### src/rtl/hp_bar_animator.sv
// -----------------------------------------------------------------------------
// hp_bar_animator
//
// Owns the displayed HP value of one battle combatant and animates it toward
// a newly loaded target, one STEP per video frame. It also renders the HP bar
// for the palette stage: for every pixel it reports whether the pixel belongs
// to the bar (border included) and which colour it should take.
//
// Ports:
//   Clk               system clock
//   Reset             synchronous, active-high reset
//   frame_clk         raw VGA vsync level (asynchronous to Clk)
//   load              one-cycle pulse, capture target_hp as the new target
//   snap              qualifies load: jump straight to the target
//   target_hp[7:0]    requested HP target
//   max_hp[7:0]       combatant maximum HP
//   DrawX[9:0]        current pixel column
//   DrawY[9:0]        current pixel row
//   shown_hp[7:0]     displayed HP (registered)
//   busy              animation in progress (registered)
//   done              one-cycle pulse when the target has been reached
//   is_battleinfo_bar current pixel lies in the bar, border included
//   hp_r/hp_g/hp_b    pixel colour (combinational, zero latency)
// -----------------------------------------------------------------------------
module hp_bar_animator #(
    parameter logic [9:0] BAR_X = 10'd400,
    parameter logic [9:0] BAR_Y = 10'd300,
    parameter logic [6:0] BAR_W = 7'd100,
    parameter logic [3:0] BAR_H = 4'd6,
    parameter logic [7:0] STEP  = 8'd1
) (
    input  logic       Clk,
    input  logic       Reset,
    input  logic       frame_clk,
    input  logic       load,
    input  logic       snap,
    input  logic [7:0] target_hp,
    input  logic [7:0] max_hp,
    input  logic [9:0] DrawX,
    input  logic [9:0] DrawY,
    output logic [7:0] shown_hp,
    output logic       busy,
    output logic       done,
    output logic       is_battleinfo_bar,
    output logic [7:0] hp_r,
    output logic [7:0] hp_g,
    output logic [7:0] hp_b
);

    typedef enum logic [1:0] {
        ST_IDLE   = 2'd0,
        ST_DOWN   = 2'd1,
        ST_UP     = 2'd2,
        ST_FINISH = 2'd3
    } state_t;

    // Fill colour by health fraction: green above 1/2, yellow above 1/5,
    // red otherwise. Products are widened so 5*255 cannot wrap.
    function automatic logic [23:0] fill_colour(input logic [7:0] hp,
                                                input logic [7:0] mx);
        logic [8:0]  dbl;
        logic [10:0] five;
        logic [23:0] col;
        dbl  = {hp, 1'b0};
        five = {3'd0, hp} * 11'd5;
        if (dbl > {1'b0, mx}) begin
            col = 24'h38b818;
        end else if (five > {3'd0, mx}) begin
            col = 24'hf8d000;
        end else begin
            col = 24'hf83808;
        end
        return col;
    endfunction

    // -------------------------------------------------------------------------
    // Frame tick
    // -------------------------------------------------------------------------
    logic sync1_r;
    logic sync2_r;
    logic sync3_r;
    logic tick_s;

    // Two-flop synchroniser for vsync, plus a third flop for edge detection.
    always_ff @(posedge Clk) begin
        if (Reset) begin
            sync1_r <= 1'b0;
            sync2_r <= 1'b0;
            sync3_r <= 1'b0;
        end else begin
            sync1_r <= frame_clk;
            sync2_r <= sync1_r;
            sync3_r <= sync2_r;
        end
    end

    // Falling edge of the synchronised level: entry into vertical sync.
    assign tick_s = sync3_r & ~sync2_r;

    // -------------------------------------------------------------------------
    // Animation FSM
    // -------------------------------------------------------------------------
    state_t     state_r;
    state_t     state_next_s;
    logic [7:0] shown_r;
    logic [7:0] shown_next_s;
    logic [7:0] target_r;
    logic [7:0] target_next_s;
    logic       busy_r;
    logic       done_r;

    logic [7:0] clamped_s;
    logic [7:0] down_diff_s;
    logic [7:0] down_step_s;
    logic [8:0] up_sum_s;

    assign clamped_s   = (target_hp > max_hp) ? max_hp : target_hp;
    assign down_diff_s = shown_r - target_r;
    assign down_step_s = shown_r - STEP;
    // Nine bits so that shown + STEP near 255 cannot wrap around.
    assign up_sum_s    = {1'b0, shown_r} + {1'b0, STEP};

    // Next-state, next shown value and target capture.
    always_comb begin
        state_next_s  = state_r;
        shown_next_s  = shown_r;
        target_next_s = target_r;

        if (load) begin
            // A load wins over a coincident tick: that frame's step is skipped.
            target_next_s = clamped_s;
            if (snap) begin
                shown_next_s = clamped_s;
                state_next_s = ST_FINISH;
            end else if (clamped_s < shown_r) begin
                state_next_s = ST_DOWN;
            end else if (clamped_s > shown_r) begin
                state_next_s = ST_UP;
            end else begin
                state_next_s = ST_FINISH;
            end
        end else begin
            case (state_r)
                ST_IDLE: begin
                    state_next_s = ST_IDLE;
                end
                ST_DOWN: begin
                    if (tick_s) begin
                        if (down_diff_s > STEP) begin
                            shown_next_s = down_step_s;
                        end else begin
                            shown_next_s = target_r;
                            state_next_s = ST_FINISH;
                        end
                    end else begin
                        state_next_s = ST_DOWN;
                    end
                end
                ST_UP: begin
                    if (tick_s) begin
                        if (up_sum_s < {1'b0, target_r}) begin
                            shown_next_s = up_sum_s[7:0];
                        end else begin
                            shown_next_s = target_r;
                            state_next_s = ST_FINISH;
                        end
                    end else begin
                        state_next_s = ST_UP;
                    end
                end
                ST_FINISH: begin
                    state_next_s = ST_IDLE;
                end
                default: begin
                    state_next_s = ST_IDLE;
                end
            endcase
        end

        // A combatant with no maximum HP shows nothing; any running
        // animation is ended since its target is now zero as well.
        if (max_hp == 8'd0) begin
            shown_next_s  = 8'd0;
            target_next_s = 8'd0;
            if ((state_next_s == ST_DOWN) || (state_next_s == ST_UP)) begin
                state_next_s = ST_FINISH;
            end else begin
                state_next_s = state_next_s;
            end
        end else begin
            shown_next_s = shown_next_s;
        end
    end

    // State, displayed value, target and the registered busy/done flags.
    always_ff @(posedge Clk) begin
        if (Reset) begin
            state_r  <= ST_IDLE;
            shown_r  <= 8'd0;
            target_r <= 8'd0;
            busy_r   <= 1'b0;
            done_r   <= 1'b0;
        end else begin
            state_r  <= state_next_s;
            shown_r  <= shown_next_s;
            target_r <= target_next_s;
            busy_r   <= (state_next_s == ST_DOWN) || (state_next_s == ST_UP);
            done_r   <= (state_next_s == ST_FINISH);
        end
    end

    assign shown_hp = shown_r;
    assign busy     = busy_r;
    assign done     = done_r;

    // -------------------------------------------------------------------------
    // Pixel path
    // -------------------------------------------------------------------------
    logic [10:0] x_ext_s;
    logic [10:0] y_ext_s;
    logic [10:0] x_lo_s;
    logic [10:0] x_hi_s;
    logic [10:0] y_lo_s;
    logic [10:0] y_hi_s;
    logic        in_region_s;
    logic        on_border_s;
    logic [6:0]  col_s;
    logic [14:0] col_scaled_s;
    logic [14:0] hp_scaled_s;
    logic        filled_s;
    logic        pix_bar_s;
    logic [23:0] pix_rgb_s;

    // Eleven-bit coordinates keep BAR_X + BAR_W + 1 from overflowing.
    assign x_ext_s = {1'b0, DrawX};
    assign y_ext_s = {1'b0, DrawY};
    assign x_lo_s  = {1'b0, BAR_X};
    assign y_lo_s  = {1'b0, BAR_Y};
    assign x_hi_s  = x_lo_s + {4'd0, BAR_W} + 11'd1;
    assign y_hi_s  = y_lo_s + {7'd0, BAR_H} + 11'd1;

    assign in_region_s = (x_ext_s >= x_lo_s) && (x_ext_s <= x_hi_s) &&
                         (y_ext_s >= y_lo_s) && (y_ext_s <= y_hi_s);
    assign on_border_s = (x_ext_s == x_lo_s) || (x_ext_s == x_hi_s) ||
                         (y_ext_s == y_lo_s) || (y_ext_s == y_hi_s);

    // Interior column index; only meaningful inside the border, where it
    // never exceeds BAR_W - 1, so seven bits of modular arithmetic suffice.
    assign col_s        = DrawX[6:0] - BAR_X[6:0] - 7'd1;
    // Filled iff col/BAR_W < shown/max, cross-multiplied to avoid division.
    assign col_scaled_s = {8'd0, col_s} * {7'd0, max_hp};
    assign hp_scaled_s  = {7'd0, shown_r} * {8'd0, BAR_W};
    assign filled_s     = col_scaled_s < hp_scaled_s;

    // Per-pixel bar membership and colour.
    always_comb begin
        pix_bar_s = 1'b0;
        pix_rgb_s = 24'h000000;
        if (in_region_s) begin
            pix_bar_s = 1'b1;
            if (on_border_s) begin
                pix_rgb_s = 24'h000000;
            end else if (filled_s) begin
                pix_rgb_s = fill_colour(shown_r, max_hp);
            end else begin
                pix_rgb_s = 24'hd9d9d9;
            end
        end else begin
            pix_bar_s = 1'b0;
            pix_rgb_s = 24'h000000;
        end
    end

    assign is_battleinfo_bar = pix_bar_s;
    assign hp_r              = pix_rgb_s[23:16];
    assign hp_g              = pix_rgb_s[15:8];
    assign hp_b              = pix_rgb_s[7:0];

endmodule

### config.mk
export PLATFORM = sky130hd
export DESIGN_NAME = hp_bar_animator
export DESIGN_NICKNAME = d
export VERILOG_FILES = /design/src/rtl/hp_bar_animator.sv
export SDC_FILE = /design/constraint.sdc
export NUM_CORES = 1
export LEC_CHECK = 0
export ABC_AREA = 1
export BUFFER_PORTS_ARGS = -buffer_cell sky130_fd_sc_hd__buf_2
export CAP_MARGIN = 40
export CORE_UTILIZATION = 43
export CTS_BUF_LIST = sky130_fd_sc_hd__clkbuf_8
export CTS_CLUSTER_DIAMETER = 50
export DETAILED_ROUTE_END_ITERATION = 10
export GPL_TIMING_DRIVEN = 0
export PLACE_DENSITY = 0.63
export RECOVER_POWER = 25
export SYNTH_ARGS = -nofsm -noshare
export SYNTH_HDL_FRONTEND = slang
export SYNTH_SLANG_ARGS = --single-unit
### constraint.sdc
create_clock -name Clk -period 13.4 [get_ports Clk]
set_input_delay 2.68 -clock Clk [delete_from_list [all_inputs] [get_ports Clk]]
set_output_delay 2.68 -clock Clk [all_outputs]
set_load 0.005 [all_outputs]
==> results of run 1 <==
==> synthesized netlist by cell type, types with 2 or more instances <==
cell,count,share of area
nor2_1,79,0.045
nand3_1,61,0.047
clkinv_1,3,0.0017
xor2_1,25,0.033
a21o_1,3,0.0034
buf_6,2,0.0034
nand3_2,4,0.0061
nand2_2,11,0.011
nand3b_1,5,0.0057
clkbuf_1,2,0.0011
xnor2_1,14,0.019
o21ai_1,10,0.0077
dfxtp_1,23,0.070
nand2_1,167,0.096
nor4_1,3,0.0029
o21ai_0,23,0.018
o21bai_1,3,0.0034
a21oi_2,9,0.012
or2_2,2,0.0019
nand4_1,11,0.011
inv_2,4,0.0023
fa_1,34,0.10
nor3_1,6,0.0046
o21ai_2,6,0.0080
o221ai_1,3,0.0040
buf_4,17,0.020
nor2_4,3,0.0052
o21a_1,4,0.0046
inv_1,148,0.085
nor2_2,7,0.0067
o211ai_1,5,0.0057
a21oi_1,53,0.041
a31oi_1,3,0.0029
ha_1,142,0.27
nand2_4,5,0.0086
inv_4,2,0.0019
==> cells by family after synthesis <==
| group | count (synthesis) | share of synthesized area |
|---|---|---|
| and+or+nand+nor | 370 | 0.259 |
| buffers and inverters | 179 | 0.116 |
| adders and majority gates | 176 | 0.376 |
| AOI/OAI and AO/OA | 129 | 0.126 |
| xor gates and xnor gates | 39 | 0.0522 |
| DFF | 23 | 0.0704 |
| other | 1 | 0.000574 |
==> state kept, by name, summed over array words and instances (netlist names) <==
register	cells
sync1_r	1
state_r	2
sync3_r	1
target_r	8
done	1
shown_hp	8
busy	1
sync2_r	1
==> critical path, delay by kind of cell <==
kind,cells,cell delay (ps)
xor+xnor,2,800
fa+ha+maj,7,2940
buf+inv,10,1040
simple gates,8,800
compound gates,6,1210
==> final cells by class <==
cell class	count	area [sq um]	share of cell area
clock inverters	1	3.75	0.000524
plain buffers	22	163	0.0227
clock buffers	3	41.3	0.00576
flip-flops and latches	23	460	0.0642
well taps	184	230	0.0321
repair buffers	67	333	0.0464
multi-input cells	721	5340	0.745
inverters	157	594	0.0829
==> power by group through the flow <==
stage / Clock [uW] / Combinational [uW] / Sequential (uW)
floorplan: 0 / 580 / 85.6
global placement: 0 / 718 / 91.8
detailed placement: 0 / 730 / 92.0
CTS: 43.1 / 735 / 90.3
global route: 46.6 / 853 / 91.7
finish: 41.7 / 730 / 90.5
==> metal layers <==
layer,global-route usage,vias up,routed length [um],part of all wire
met5,0,-,0,0
met4,0.0366,0,249,0.015
met3,0.0351,17,936,0.058
met2,0.356,150,7110,0.44
met1,0.294,2696,7820,0.49
li1,-,3130,-,-
==> final timing paths <==
check	endpoint	depth (start not counted)	start
hold reg to reg	sync2_r	2	sync1_r
setup reg to reg	busy	17	shown_hp[0]
hold / removal	sync2_r	2	sync1_r
setup / recovery	hp_r[7]	33	DrawX[0]
==> through the flow <==
step / hold slack (ps) / util / power, uW / worst slack, ps
after floorplan: 388 / - / 665 / 2410
after global placement: 397 / 0.485 / 809 / 1280
after global routing: 421 / 0.488 / 991 / 668
after detailed placement: 399 / 0.485 / 822 / 1290
after CTS: 410 / 0.488 / 868 / 1260
final: 406 / 0.488 / 862 / 1240
==> results.toml, run 1 <==
[status]
status = "complete, no violations"

[route]
antenna_left = 0
drc = 0
vias_per_cell = 5.09
drtPass1Iterations = 9
vias = 5993
routed_wirelength_mm = 16.1
drt_iter0_markers = 328
routedWlPerCell_um = 13.7

[power_and_ir_drop]
p_seq_frac = 0.105
peakVddDrop_mv = 0.0606
p_int_uw = 381
p_per_area_mw_per_mm2 = 120
p_leak_uw = 0.00402
combPwrFrac = 0.847
p_sw_uw = 481
p_sw_frac = 0.558
clockPowerShare = 0.048

[clock_network]
clkTransAtPathRegs_ps = 70
cts-resized-gates = 0
cts.root.buffer_cell = "clkbuf_8"
hold_buffers = 0
clock_sinks = 23
cts_tree = "done"
clk_latency_ps = 270
cts_max_level = 1
numCtsBuffers = 3
post_cts_buffers = 0
clockBufferDepth = 2

[floorplanning]
ioPinCount = 76
core-area_sq_mm = 0.0147
die_w_um = 125
initial_core_util = 0.445
die_h_um = 125
dieArea_sq_mm = 0.0157
row_count = 44

[sta]
fin_setup_tns_ps = 0
max-slew-margin-rel = 0.414
maxSlewViolCount = 0
setup_viol = 0
max_clock_freq_mhz = 82.2
finalCritPeriodShare = 0.908
finalCriticalPeriod_ps = 12160
rsz0062_at_grt = "no"
tightest_slew_ps = 873
final_hold_viol_count = 0
skew_ps = 5.04

[critical_path]
reg2reg_setup_slack_ps = 10080
cp_slowest_cell = "xor2_1"
cp-end-kind = "output port"
critPathKind = "in -> out"
start_kind = "input pin"
critPathMaxStageDelay_ps = 640
cp.required_ps = 10720
arrival_ps = 9480
crit_top_cell = "inv_1"
path_max_fanout = 7

[global_route]
grt_pass1_wl_mm = 27.4
grt_pass1_vias = 5773
grtUsageTotal = 0.214
grt_overflow = 0
antenna_found_initial = 0
grt_start_max_net_pins = 15

[synthesis]
ys_warn_count = 0
async_flop_share = 0
synth_cells = 917
synth_seq_area_share = 0.0704
syn_area_per_cell_sq_um = 7.13
ys.flop_type = "dfxtp_1"
ys_types = 51
ys_seq_elements = 23
netlist_area_sq_mm = 0.00654
synth_enable_flop_cells = 0

[layout]
design_area_sq_mm = 0.00717
diodes = 0
fillers = 1511
final_common_cell = "nand2_1"
final_nets = 1212
drive_gt1_frac = 0.148
area_growth_pct = 9.65
layout_common_cells = "167 x nand2_1, 149 x inv_1, 142 x ha_1, 79 x nor2_1, 65 x buf_2"
fin_cells = 1178

[placement]
place_area_sq_mm = 0.00713
io_buffers = 67
placed_cells = 1174
dpl.hpwl_mm = 13.7
gp_congestion = 0.906

[flow_run]
drv_cap = 0

[worst_hold_path]
hold_path.class = "reg -> reg"
(Power assumes the default switching activity.)
==> inputs of run 2 (changes only) <==
--- a/config.mk
+++ b/config.mk
@@ -5,7 +5,7 @@
 export SDC_FILE = /design/constraint.sdc
 export NUM_CORES = 1
 export LEC_CHECK = 0
-export ABC_AREA = 1
+export ABC_AREA = 0
 export BUFFER_PORTS_ARGS = -buffer_cell sky130_fd_sc_hd__buf_2
 export CAP_MARGIN = 40
 export CORE_UTILIZATION = 43
==> results.toml, run 2 <==
[status]
status = "complete, no violations"

[global_route]
grtUsageMet1 = 0.306
grtUsageTotal = 0.224
grt_pass1_vias = 5348
grt_start_max_net_pins = 15
busiest_layer = "met2"
grt_pass1_wl_mm = 26.3
grt_util_met3 = 0.0185
grtUsageMet2 = 0.378
grt_overflow = 0
antenna_found_initial = 0

[route]
vias_per_cell = 5.64
drt_iter0_markers = 301
antenna_left = 0
drc = 0
vias = 5473
drtPass1Iterations = 5
routedWlPerCell_um = 16.2
routed_wirelength_mm = 15.7

[layout]
seqCellArea_sq_um = 460
final_common_cell = "ha_1"
multi_input_area_sq_mm = 0.00508
drive_gt1_frac = 0.127
fillers = 1327
fin_cells = 971
diodes = 0
layout_common_cells = "142 x ha_1, 83 x inv_1, 65 x buf_2, 56 x a21oi_1"
area_growth_pct = 10.4
final_nets = 1013

[clock_network]
clockBufferDepth = 2
clkTransAtPathRegs_ps = 80
cts.root.buffer_cell = "clkbuf_8"
cts_tree = "done"
cts-resized-gates = 0
hold_buffers = 0
clock_sinks = 23
post_cts_buffers = 0
cts_max_level = 1
clk_latency_ps = 270
numCtsBuffers = 3

[critical_path]
path_max_fanout = 8
critPathKind = "in -> out"
path_buf_inv = 6
cp-end-kind = "output port"
arrival_ps = 9710
cp_top_family = "adder cells"
cp.required_ps = 10720
crit_cells = 29
cp_slowest_cell = "xnor2_1"
crit_top_cell = "a21oi_1"
r2r_cells = 13
start_kind = "input pin"
critPathMaxStageDelay_ps = 560

[floorplanning]
initial_core_util = 0.445
dieArea_sq_mm = 0.0144
die_w_um = 120
row_count = 42
core-area_sq_mm = 0.0134
die_h_um = 120
ioPinCount = 76

[synthesis]
syn_area_per_cell_sq_um = 8.31
yosysMostFrequentCell = "ha_1"
netlist_area_sq_mm = 0.00597
synth_seq_area_share = 0.0771
ys_warn_count = 0
synth_enable_flop_cells = 0
synth_cells = 718
ys_seq_elements = 23
synth_top_cells_by_count = "142 x ha_1, 83 x inv_1, 56 x a21oi_1"
yosysTopAreaCell = "ha_1"
async_flop_share = 0
synthTopCellsByArea = "ha_1 30%, fa_1 11%, dfxtp_1 7.7%"
synth_top_area_frac = 0.298
ys_types = 60
ys.flop_type = "dfxtp_1"

[sta]
fin_setup_tns_ps = 0
setup_viol = 0
final_hold_viol_count = 0
tightest_slew_ps = 839
finalCritPeriodShare = 0.924
finalCriticalPeriod_ps = 12390
max_clock_freq_mhz = 80.7
max-slew-margin-rel = 0.435
maxSlewViolCount = 0
skew_ps = 11.3
rsz0062_at_grt = "no"

[placement]
gp_congestion = 0.897
dpl.hpwl_mm = 13.2
io_buffers = 67
placed_cells = 967

[power_and_ir_drop]
power.total_uw = 705
peakVddDrop_mv = 0.0564
p_per_area_mw_per_mm2 = 107
p_leak_uw = 0.00343

[worst_hold_path]
hold_path.class = "reg -> reg"
holdPathStages = 1

[flow_run]
drv_cap = 0
run 2: cell type report:
class | instances | share of cell area
multi-input combinational | 597 | 0.771
sequential | 23 | 0.0699
timing repair buffer | 67 | 0.0503
inverter | 83 | 0.0473
tap | 176 | 0.0334
buffer | 21 | 0.0207
clock buffer | 3 | 0.00626
clock inverter | 1 | 0.00114
run 2: through the flow:
stage	cell area [sq um]	worst slack, ps	utilization	hold slack, ps
detailed placement	6550	1100	0.489	432
CTS	6600	1070	0.492	451
global route	6590	453	0.492	466
floorplan	5990	2250	-	414
finish	6590	1010	0.492	444
global placement	6550	1160	0.489	417
run 2: cell families after synthesis:
group	after synthesis	synth area share
XOR/XNOR	43	0.0631
multiplexers	10	0.0180
adder cells (fa/ha/maj)	176	0.412
other	1	0.000628
flip-flops	23	0.0771
AO/OA/AOI/OAI	161	0.179
AND/OR/NAND/NOR	200	0.175
buffers and inverters	104	0.0751
run 2: worst paths after layout:
kind / endpoint / from / slack (ps)
worst min-delay path: sync2_r / sync1_r / 440
worst min register to register: sync2_r / sync1_r / 440
worst max-delay path: hp_g[0] / DrawX[0] / 1010
worst max register to register: busy / shown_hp[0] / 9130
run 2: per-layer routing:
| layer | wire (um) | share of wire |
|---|---|---|
| met4 | 291 | 0.019 |
| met3 | 927 | 0.059 |
| met1 | 7310 | 0.47 |
| met5 | 0 | 0 |
| met2 | 7160 | 0.46 |
run 2: worst register-to-register path: stages, from the launching register on:
cell,delay (ps)
dfxtp_1,670
clkbuf_1,480
inv_1,270
ha_1,300
fa_1,420
nand2b_1,170
a21oi_1,170
mux2i_1,120
or4_4,590
o41ai_2,310
nand4_1,170
nand2_1,140
ha_1,230
nor2b_1,120
run 2: power by group:
part           total, uW  internal, uW  switching [uW]  leakage [uW]
Clock               44.7          21.0            23.7     0.0000217
Sequential          86.6          74.1            12.5      0.000190
Combinational        574           253             320       0.00322
Total                705           349             356       0.00343
